===== config.mk =====
export PLATFORM = sky130hd
export DESIGN_NAME = cpu_step_ctrl
export DESIGN_NICKNAME = d
export VERILOG_FILES = /design/src/rtl/cpu_step_ctrl.sv
export SDC_FILE = /design/constraint.sdc
export NUM_CORES = 1
export LEC_CHECK = 0
export BUFFER_PORTS_ARGS = -buffer_cell sky130_fd_sc_hd__buf_2
export CORE_MARGIN = 1.5
export CORE_UTILIZATION = 31
export DETAILED_ROUTE_END_ITERATION = 8
export SYNTH_ARGS = -nofsm -noshare
export SYNTH_HDL_FRONTEND = slang
export SYNTH_SLANG_ARGS = --single-unit
export TNS_END_PERCENT = 50

===== constraint.sdc =====
create_clock -name clk -period 2.3 [get_ports clk]
set_input_delay 0.345 -clock clk [delete_from_list [all_inputs] [get_ports clk]]
set_output_delay 0.345 -clock clk [all_outputs]
set_load 0.05 [all_outputs]

===== src/rtl/cpu_step_ctrl.sv =====
// cpu_step_ctrl: turns the divided board clock and the run/step buttons into a
// single-cycle clock enable for the core. It supports free-run, pause and
// single-step modes, and counts every enable pulse it issues.
module cpu_step_ctrl #(
  parameter int unsigned DEBOUNCE_CYCLES = 1_000_000,
  parameter int unsigned SYNC_STAGES     = 2,
  parameter int unsigned STEP_CNT_W      = 32
) (
  input  logic                  clk,
  input  logic                  reset,
  input  logic                  div_clk,
  input  logic                  btnU,
  input  logic                  btnC,
  output logic                  cpu_en,
  output logic                  running,
  output logic [STEP_CNT_W-1:0] step_count,
  output logic                  btnU_db,
  output logic                  btnC_db
);

  localparam int unsigned NB    = 2;
  localparam int unsigned CNT_W = $clog2(DEBOUNCE_CYCLES + 1);
  localparam logic [CNT_W-1:0] CNT_LAST = CNT_W'(DEBOUNCE_CYCLES - 1);

  typedef enum logic [1:0] {
    ST_PAUSE = 2'd0,
    ST_STEP  = 2'd1,
    ST_RUN   = 2'd2
  } state_t;

  logic [NB-1:0] raw;
  logic [NB-1:0] btn_db;
  logic [NB-1:0] press;
  logic          press_u;
  logic          press_c;

  logic          div_prev;
  logic          div_rise;

  state_t        state;
  state_t        state_next;
  logic          cpu_en_d;
  logic          running_d;

  // Bit 0 is the step button, bit 1 the run/pause button.
  assign raw = {btnC, btnU};

  // Per-button synchroniser, debouncer and press-edge detector.
  for (genvar g = 0; g < NB; g++) begin : g_btn
    logic [SYNC_STAGES-1:0] sync_q;
    logic [CNT_W-1:0]       cnt_q;
    logic                   db_q;
    logic                   db_prev_q;
    logic                   s;

    assign s = sync_q[SYNC_STAGES-1];

    // Shift the raw button into the synchroniser chain.
    always_ff @(posedge clk or negedge reset) begin
      if (!reset) begin
        sync_q <= '0;
      end else begin
        sync_q <= {sync_q[SYNC_STAGES-2:0], raw[g]};
      end
    end

    // Accept a new level only after it has held for DEBOUNCE_CYCLES cycles.
    always_ff @(posedge clk or negedge reset) begin
      if (!reset) begin
        cnt_q <= '0;
        db_q  <= 1'b0;
      end else if (s == db_q) begin
        cnt_q <= '0;
      end else if (cnt_q == CNT_LAST) begin
        cnt_q <= '0;
        db_q  <= s;
      end else begin
        cnt_q <= cnt_q + CNT_W'(1);
      end
    end

    // Delayed copy of the debounced level for rising-edge detection.
    always_ff @(posedge clk or negedge reset) begin
      if (!reset) begin
        db_prev_q <= 1'b0;
      end else begin
        db_prev_q <= db_q;
      end
    end

    assign btn_db[g] = db_q;
    assign press[g]  = db_q & ~db_prev_q;
  end

  assign press_u = press[0];
  assign press_c = press[1];
  assign btnU_db = btn_db[0];
  assign btnC_db = btn_db[1];

  // Remember the previous div_clk level; it is already in the clk domain.
  always_ff @(posedge clk or negedge reset) begin
    if (!reset) begin
      div_prev <= 1'b0;
    end else begin
      div_prev <= div_clk;
    end
  end

  assign div_rise = div_clk & ~div_prev;

  // Mode state register.
  always_ff @(posedge clk or negedge reset) begin
    if (!reset) begin
      state <= ST_PAUSE;
    end else begin
      state <= state_next;
    end
  end

  // Mode transitions; run/pause wins over step, and STEP lasts one cycle.
  always_comb begin
    state_next = state;
    unique case (state)
      ST_PAUSE: begin
        if (press_c) begin
          state_next = ST_RUN;
        end else if (press_u) begin
          state_next = ST_STEP;
        end
      end
      ST_STEP: begin
        state_next = ST_PAUSE;
      end
      ST_RUN: begin
        if (press_c) begin
          state_next = ST_PAUSE;
        end
      end
      default: begin
        state_next = ST_PAUSE;
      end
    endcase
  end

  // Enable request: entering STEP, or a div_clk rise in RUN that is not being paused.
  always_comb begin
    cpu_en_d  = 1'b0;
    running_d = 1'b0;
    if (state_next == ST_STEP) begin
      cpu_en_d = 1'b1;
    end
    if ((state == ST_RUN) && div_rise && !press_c) begin
      cpu_en_d = 1'b1;
    end
    if (state_next == ST_RUN) begin
      running_d = 1'b1;
    end
  end

  // Registered enable and run indicator.
  always_ff @(posedge clk or negedge reset) begin
    if (!reset) begin
      cpu_en  <= 1'b0;
      running <= 1'b0;
    end else begin
      cpu_en  <= cpu_en_d;
      running <= running_d;
    end
  end

  // Count issued enable pulses; wraps naturally at full width.
  always_ff @(posedge clk or negedge reset) begin
    if (!reset) begin
      step_count <= '0;
    end else if (cpu_en) begin
      step_count <= step_count + STEP_CNT_W'(1);
    end
  end

  // One event never yields an enable on two consecutive cycles.
  a_en_single: assert property (@(posedge clk) disable iff (!reset) cpu_en |=> !cpu_en);

  // The run indicator always mirrors the mode register.
  a_running_state: assert property (@(posedge clk) disable iff (!reset) running == (state == ST_RUN));

  // STEP always falls back to PAUSE after one cycle.
  a_step_once: assert property (@(posedge clk) disable iff (!reset) (state == ST_STEP) |=> (state == ST_PAUSE));

endmodule


# Yosys cells after proc, flatten, opt, wreduce, memory -nomap -nowiden
# Cells that the tools add are included.
[totals]
regBits = 85
inputBits = 5
word_cells = 48
[classes]
addsub = 3
eq_ne = 7
mux = 11
bitwise = 8
n_reduce_logical = 6
[ops]
columns = ["cell", "n"]
rows = [
  ["$mux W20", 4],
  ["$add A20 B1 Y20 const B", 2],
  ["$eq A20 B20 Y1 const B", 2],
  ["$add A32 B1 Y32 const B", 1],
  ["$mux W2", 3],
  ["$not A1 Y1", 5],
  ["$eq A2 B2 Y1 const B", 2],
  ["$pmux W2 S2", 1],
  ["$reduce_and A2 Y1", 2],
  ["$and A1 B1 Y1", 3],
  ["$mux W1", 3],
  ["$eq A1 B1 Y1", 2],
  ["$eq A2 B1 Y1 const B", 1],
  ["$logic_and A1 B1 Y1", 2],
  ["$logic_not A2 Y1", 1],
  ["$logic_not A1 Y1", 1],
]

# Longest topological paths before layout
# Gate-level depths: netlist (run 1).
[depth]
depth_word = 8
ltp_mapped = 6
ltp_nobuf = 5

# Worst setup path after synthesis (run 1)
# Ideal clock, no wire load.
[synth_timing]
kind = "reg2reg"
from = "register step_count[0]"
to = "register step_count[20]"
setup_ns = 0.142
t_arrival_ns = 1.707
t_required_ns = 2.158
setup_slack_ns = 0.452
path_stages_with_launch = 7
n_path_buf = 1
path_cell_list = "dfrtp_1 ha_1 and4_1 and3_1 clkbuf_1 nand4_1 xnor2_1"
[synth_between]
elab_chain_len = 1
[synth_lines]
columns = ["item", "line_no", "rtl"]
rows = [
  ["start: declaration", "16", "output logic [STEP_CNT_W-1:0] step_count,"],
  ["start signal: assignment", "176", "step_count <= step_count + STEP_CNT_W'(1);"],
  ["$add A32 B1 Y32", "176", ""],
]
# No other way between the ends.
# A chain may end at the register's enable or synchronous reset.

# Worst setup path in the final report (run 1)
[layout_timing]
from = "register g_btn[1].cnt_q[0]"
to = "register g_btn[1].cnt_q[8]"
[layout_between]
elab_chain_len = 3
[layout_lines]
columns = ["item", "line_no", "rtl"]
rows = [
  ["start: declaration", "51", "logic [CNT_W-1:0] cnt_q;"],
  ["start signal: assignment", "78", "cnt_q <= cnt_q + CNT_W'(1);"],
  ["$add A20 B1 Y20 / $eq A20 B20 Y1 (equally long branches)", "78, 74", ""],
  ["$mux W20 *", "74", "end else if (cnt_q == CNT_LAST) begin"],
  ["$mux W20 *", "72", "end else if (s == db_q) begin"],
]
# Mark *: on every way between the ends. The rest lies on a longest branch, timed or not.

==> flow_summary.json, run 1 <==
{
  "outcome": "complete, no violations",
  "cp_num_cells": 6,
  "ant_nets": 0,
  "cts.sinks": 85,
  "antenna_found_initial": 0,
  "synthTopCellsByArea": "dfrtp_1 (55%), xnor2_1 (7.7%), xor2_1 (6.1%), nor2_1 (4.2%), nand4_1 (2.7%)",
  "final-hold-violation-count": 0,
  "clk_pin_slew_worst_paths_ps": 60,
  "numCtsBuffers": 9,
  "synth_cells": 360,
  "die_x_um": 115.0,
  "yosysTopAreaCellShare_pct": 54.73,
  "cp-endpoint": "g_btn[1].cnt_q[8]$_DFF_PN0_",
  "tns_ps": 0,
  "timing.hold.ws_ps": 11.23,
  "drc": 0,
  "yosysUniqueCellTypes": 38,
  "via_per_inst": 4.740,
  "dp_slack_ps": 202.0,
  "wl_per_cell_um": 12.65,
  "worstMarginPinSlew_ps": 592.1,
  "areaGrowthSynthToFinish_pct": 19.16,
  "period_needed_ps": 1998,
  "synth_edf_count": 0,
  "crit_path_max_incr_delay_ps": 460,
  "power_density_mw_per_mm2": 645.5,
  "rsz0062_at_grt": "false",
  "ys_ff_latch": 85,
  "port-buffer-count": 40,
  "finClkSkew_ps": 4.580,
  "initial_core_util_pct": 32.09,
  "power_leakage_nw": 2.097,
  "dr.first_iter.drc_count": 242,
  "layout.nets": 421,
  "synth_area_mm2": 0.003886,
  "critPathSlowestCell": "or3_1",
  "cts_buffer_depth": 2,
  "grt_max_degree": 46,
  "grt_overflow": 0,
  "core_mm2": 0.01211,
  "clkLatencyLatePin_ps": 330,
  "slew_headroom_pct": 60.52,
  "fin_area_mm2": 0.004631,
  "yosysTopAreaCell": "dfrtp_1",
  "cp.buffers_inverters": 1,
  "grt_pass1_wl_mm": 12.68,
  "diodes": 0,
  "finalCritPeriodShare_pct": 86.87,
  "place_congestion": 0.8402,
  "crit_type": "register to register",
  "worst_ep_required_time_ps": 2520,
  "syn-num-nets": 368,
  "drive_gt1_share_pct": 17.55,
  "yosysSeqAreaShare_pct": 54.73,
  "fmaxAchievable_ghz": 0.5005,
  "hpwl_mm": 5.237,
  "critical_path.cell_chain": "ha_1 -> nand2_1 -> or3_1 -> o31ai_4 -> buf_4 -> nor2_1",
  "max-vdd-ir-drop_mv": 0.3885,
  "yosys_warnings": 0,
  "synthFlopType": "dfrtp_1",
  "maxSlewViolCount": 0,
  "async_flop_share_pct": 100.0,
  "row_count": 40,
  "maxCapViolCount": 0,
  "cp-start-kind": "register",
  "die_area_mm2": 0.01322,
  "power_mw": 2.989,
  "place_area_mm2": 0.004340,
  "rr_startpoint": "g_btn[1].cnt_q[0]$_DFF_PN0_",
  "arrival_ps": 2220,
  "vias": 2768,
  "htreeDepth": 3,
  "fin_ws_ps": 302.1,
  "ff2ff_path_depth": 6,
  "pin_count": 41,
  "die_height_um": 115.0,
  "firstDrtPassIters": 4,
  "routed_wl_mm": 7.387,
  "post_cts_buffers": 0,
  "avgSynthCellArea_um2": 10.80,
  "worstPathMaxFanout": 8,
  "reg2reg_to": "g_btn[1].cnt_q[8]$_DFF_PN0_",
  "rrSetupSlack_ps": 300,
  "crit_family": "simple AND/OR/NAND/NOR gates",
  "setup_violations": 0,
  "clk_root_buffer_cell": "clkbuf_16",
  "cts_tree": "done",
  "critPathCaptureType": "register",
  "grt_pass1_vias": 2656,
  "hp-class": "primary input to asynchronous set/reset pin",
  "setup.worst_path.start": "g_btn[1].cnt_q[0]$_DFF_PN0_",
  "grt_usage_pct": 12.24
}
## timing repair
| action | in CTS | in global routing |
|---|---|---|
| gates resized for setup | 0 | 1 |
| endpoints found under the setup margin | 0 | 2 |
| hold buffers | 0 | 0 |
## layout by cell type, fill, tap and decap left out, types with 8 or more instances in the layout
master and instances:
xnor2_1 34, buf_2 39, nand4_1 17, nand3_1 17, xor2_1 27, a21oi_1 9
nand2_1 20, nor3_1 20, nor2_1 43, dfrtp_1 85, inv_1 15, clkbuf_16 9
nor4_1 8, and4_1 8
## cell families after synthesis
logic type / after synthesis / share of synthesized area, %
AND/OR/NAND/NOR: 168 / 24.05
adder cells (fa/ha/maj): 3 / 0.9660
XOR/XNOR: 61 / 13.75
AO/OA/AOI/OAI: 19 / 3.187
multiplexers: 4 / 1.127
buffers and inverters: 20 / 2.189
flip-flops: 85 / 54.73
## routing by layer
metal | wire (um) | global-route usage (%)
met4 | 99 | 4.280
met5 | 0 | 0
met1 | 3525 | 15.56
met2 | 3426 | 19.52
met3 | 335 | 4.164
## synthesized netlist by cell type (7+ instances only)
cell type and count:
or3_1 7, nor4_1 8, nand4_1 17, nor3_1 20, and4_1 8, a21oi_1 9
nand3_1 17, dfrtp_1 85, nor2_1 43, nand2_1 20, xor2_1 27, inv_1 15
xnor2_1 34
## through the flow
stage	std cells	util, %
floorplan	360	-
global placement	570	35.84
detailed placement	570	35.84
CTS	584	38.16
global route	584	38.23
finish	584	38.23
## cell type report
| class | count | area, um2 |
|---|---|---|
| tap | 168 | 210.2 |
| timing repair buffer | 47 | 267.8 |
| clock buffer | 12 | 246.5 |
| sequential | 85 | 2127 |
| fill | 1188 | 7481 |
| multi-input combinational | 255 | 1688 |
| clock inverter | 2 | 35.03 |
| inverter | 15 | 56.30 |
## how the worst min path moves through the flow
stage / from / endpoint / slack (ps) / cells after the start
4_1_cts: reset / step_count[11]$_DFFE_PN0P_ / 30 / 1
6_report: reset / step_count[11]$_DFFE_PN0P_ / 10 / 1
2_1_floorplan: reset / btnC_db$_DFFE_PN0P_ / 50 / 0
5_1_grt: reset / step_count[11]$_DFFE_PN0P_ / 50 / 1
3_3_place_gp: g_btn[1].sync_q[0]$_DFF_PN0_ / g_btn[1].sync_q[1]$_DFF_PN0_ / 330 / 0
3_5_place_dp: g_btn[1].sync_q[0]$_DFF_PN0_ / g_btn[1].sync_q[1]$_DFF_PN0_ / 340 / 0
## sequential cells by signal (all words and copies together), names as in the netlist
register / flops
btnC_db: 1
btnU_db: 1
cpu_en: 1
div_prev: 1
g_btn.cnt_q: 40
g_btn.db_prev_q: 2
g_btn.sync_q: 4
running: 1
state: 2
step_count: 32
## worst register-to-register path, delay by kind of cell, from the launching register on
family	cells	cell delay [ps]
compound gates	1	390
fa+ha+maj	1	230
buf+inv	1	220
flops	1	370
simple gates	3	670
## power by group
part | switching [mW] | internal (mW) | total (mW)
logic | 0.0530 | 0.0237 | 0.0767
clock network | 0.536 | 0.857 | 1.39
registers | 0.0105 | 1.51 | 1.52
total | 0.600 | 2.39 | 2.99
No activity file was read; power rests on OpenSTA's default activity.
==> run 2, diff against run 1 <==
- RECOVER_POWER: default -> 25
==> run 2 against run 1 <==
First-iteration DRC count decreased by 12%. Register-to-register slack about the same. Core utilization decreased by 0.093 points. Flip-flop and latch count unchanged. Maximum frequency decreased by 0.16%. Largest cell class unchanged. Largest power group unchanged.
==> flow_summary.json, run 2 (synthesis results as in run 1) <==
{
  "outcome": "complete, no violations",
  "slew_headroom_pct": 25.57,
  "pwr-share-comb_pct": 2.5,
  "reg_top3": "g_btn.cnt_q x40, step_count x32, g_btn.sync_q x4",
  "dp.cells": 570,
  "htreeDepth": 3,
  "max-vdd-ir-drop_mv": 0.3884,
  "routed_wl_mm": 7.386,
  "drive_gt1_share_pct": 17.07,
  "layout_common_cells": "dfrtp_1 (85), nor2_1 (43), buf_2 (38)",
  "worst_ep_required_time_ps": 2520,
  "pin_count": 41,
  "final-hold-violation-count": 0,
  "clk_pin_slew_worst_paths_ps": 60,
  "via_per_inst": 4.745,
  "cts_buffer_depth": 2,
  "grt_pass1_wl_mm": 12.68,
  "die_x_um": 115.0,
  "arrival_ps": 2220,
  "power_mw": 2.986,
  "timing.hold.ws_ps": 126.7,
  "clkLatencyLatePin_ps": 330,
  "num-fill-cells": 1190,
  "grt_overflow": 0,
  "worstPathMaxFanout": 8,
  "layout.cells.non_filler": 584,
  "layout.nets": 421,
  "fmaxAchievable_ghz": 0.4997,
  "hp-class": "primary input to register",
  "die_height_um": 115.0,
  "hpwl_mm": 5.237,
  "ant_nets": 0,
  "tns_ps": 0,
  "antenna_found_initial": 0,
  "largest_register_ffs": 40,
  "row_count": 40,
  "numCtsBuffers": 9,
  "clk_root_buffer_cell": "clkbuf_16",
  "power_leakage_nw": 2.097,
  "largest-register": "g_btn.cnt_q",
  "diodes": 0,
  "crit_type": "register to register",
  "grt_pass1_vias": 2656,
  "die_area_mm2": 0.01322,
  "period_needed_ps": 2001,
  "maxCapViolCount": 0,
  "post_cts_buffers": 0,
  "drc": 0,
  "port-buffer-count": 40,
  "cts.sinks": 85,
  "finClkSkew_ps": 4.750,
  "firstDrtPassIters": 4,
  "cp-start-kind": "register",
  "grt_usage_pct": 12.24,
  "seqPwrFrac_pct": 50.9,
  "wl_per_cell_um": 12.65,
  "rsz0062_at_grt": "false",
  "dr.first_iter.drc_count": 214,
  "initial_core_util_pct": 32.09,
  "place_congestion": 0.8402,
  "power_density_mw_per_mm2": 646.4,
  "maxSlewViolCount": 0,
  "core_mm2": 0.01211,
  "cts_tree": "done",
  "areaGrowthSynthToFinish_pct": 18.87,
  "finalCritPeriodShare_pct": 87.00,
  "pwr-share-clk_pct": 46.7,
  "switchingPower_mw": 0.5991,
  "swShare_pct": 20.06,
  "grt_max_degree": 46,
  "worstMarginPinSlew_ps": 1116,
  "layout_commonest_cell": "dfrtp_1",
  "setup_violations": 0,
  "vias": 2771,
  "critPathCaptureType": "register",
  "cellInternalPower_mw": 2.387
}
run 2: per-layer routing:
layer	share of wire [%]	global-route usage, %	vias up
met4	1.3	4.280	0
met1	48	15.56	1349
met2	46	19.52	46
met5	0	0	-
met3	4.5	4.164	10
li1	-	-	1366
run 2: path summary, 6_finish.rpt:
check                                              from                           end  slack [ps]  depth (start not counted)
setup / recovery            g_btn[1].cnt_q[0]$_DFF_PN0_   g_btn[1].cnt_q[8]$_DFF_PN0_         300                          6
hold / removal                                     btnC  g_btn[1].sync_q[0]$_DFF_PN0_         130                          1
setup reg to reg            g_btn[1].cnt_q[0]$_DFF_PN0_   g_btn[1].cnt_q[8]$_DFF_PN0_         300                          6
hold reg to reg            g_btn[1].sync_q[0]$_DFF_PN0_  g_btn[1].sync_q[1]$_DFF_PN0_         350                          0
max in group asynchronous                         reset    step_count[18]$_DFFE_PN0P_         550                          2
min in group asynchronous                         reset    step_count[11]$_DFFE_PN0P_         220                          1
run 2: through the flow:
stage / area [um2] / setup WS, ps / utilization [%]
3_5_place_dp: 4340 / 202.0 / 35.84
2_1_floorplan: 3886 / 451.6 / -
3_3_place_gp: 4340 / 258.0 / 35.84
4_1_cts: 4622 / 189.8 / 38.16
6_report: 4619 / 298.9 / 38.14
5_1_grt: 4619 / 137.1 / 38.14
run 2: repair_timing:
item | in CTS | in global routing
endpoints found under the setup margin | 0 | 2
hold endpoints to repair | 0 | 0
hold buffers | 0 | 0
resized for setup | 0 | 1
run 2: power by group through the flow:
| stage | sequential (mW) | combinational [mW] | clock (mW) |
|---|---|---|---|
| final | 1.52 | 0.0734 | 1.39 |
| after global routing | 1.52 | 0.0871 | 1.52 |
| after CTS | 1.52 | 0.0798 | 1.45 |
| after detailed placement | 1.55 | 0.0793 | 0 |
| after global placement | 1.55 | 0.0764 | 0 |
| after floorplan | 1.54 | 0.0290 | 0 |
run 2: worst max-delay path, cell delays in order, from the launching register on:
cell     delay, ps
dfrtp_1        370
ha_1           230
nand2_1        150
or3_1          460
o31ai_4        390
buf_4          220
nor2_1          50
run 2: layout make-up:
cell class,count,area [um2],area share (%)
multi-input combinational,255,1688,36.54
clock inverter,2,35.03,0.7584
sequential,85,2127,46.05
timing repair buffer,47,256.5,5.553
tap,168,210.2,4.550
clock buffer,12,246.5,5.336
inverter,15,56.30,1.219
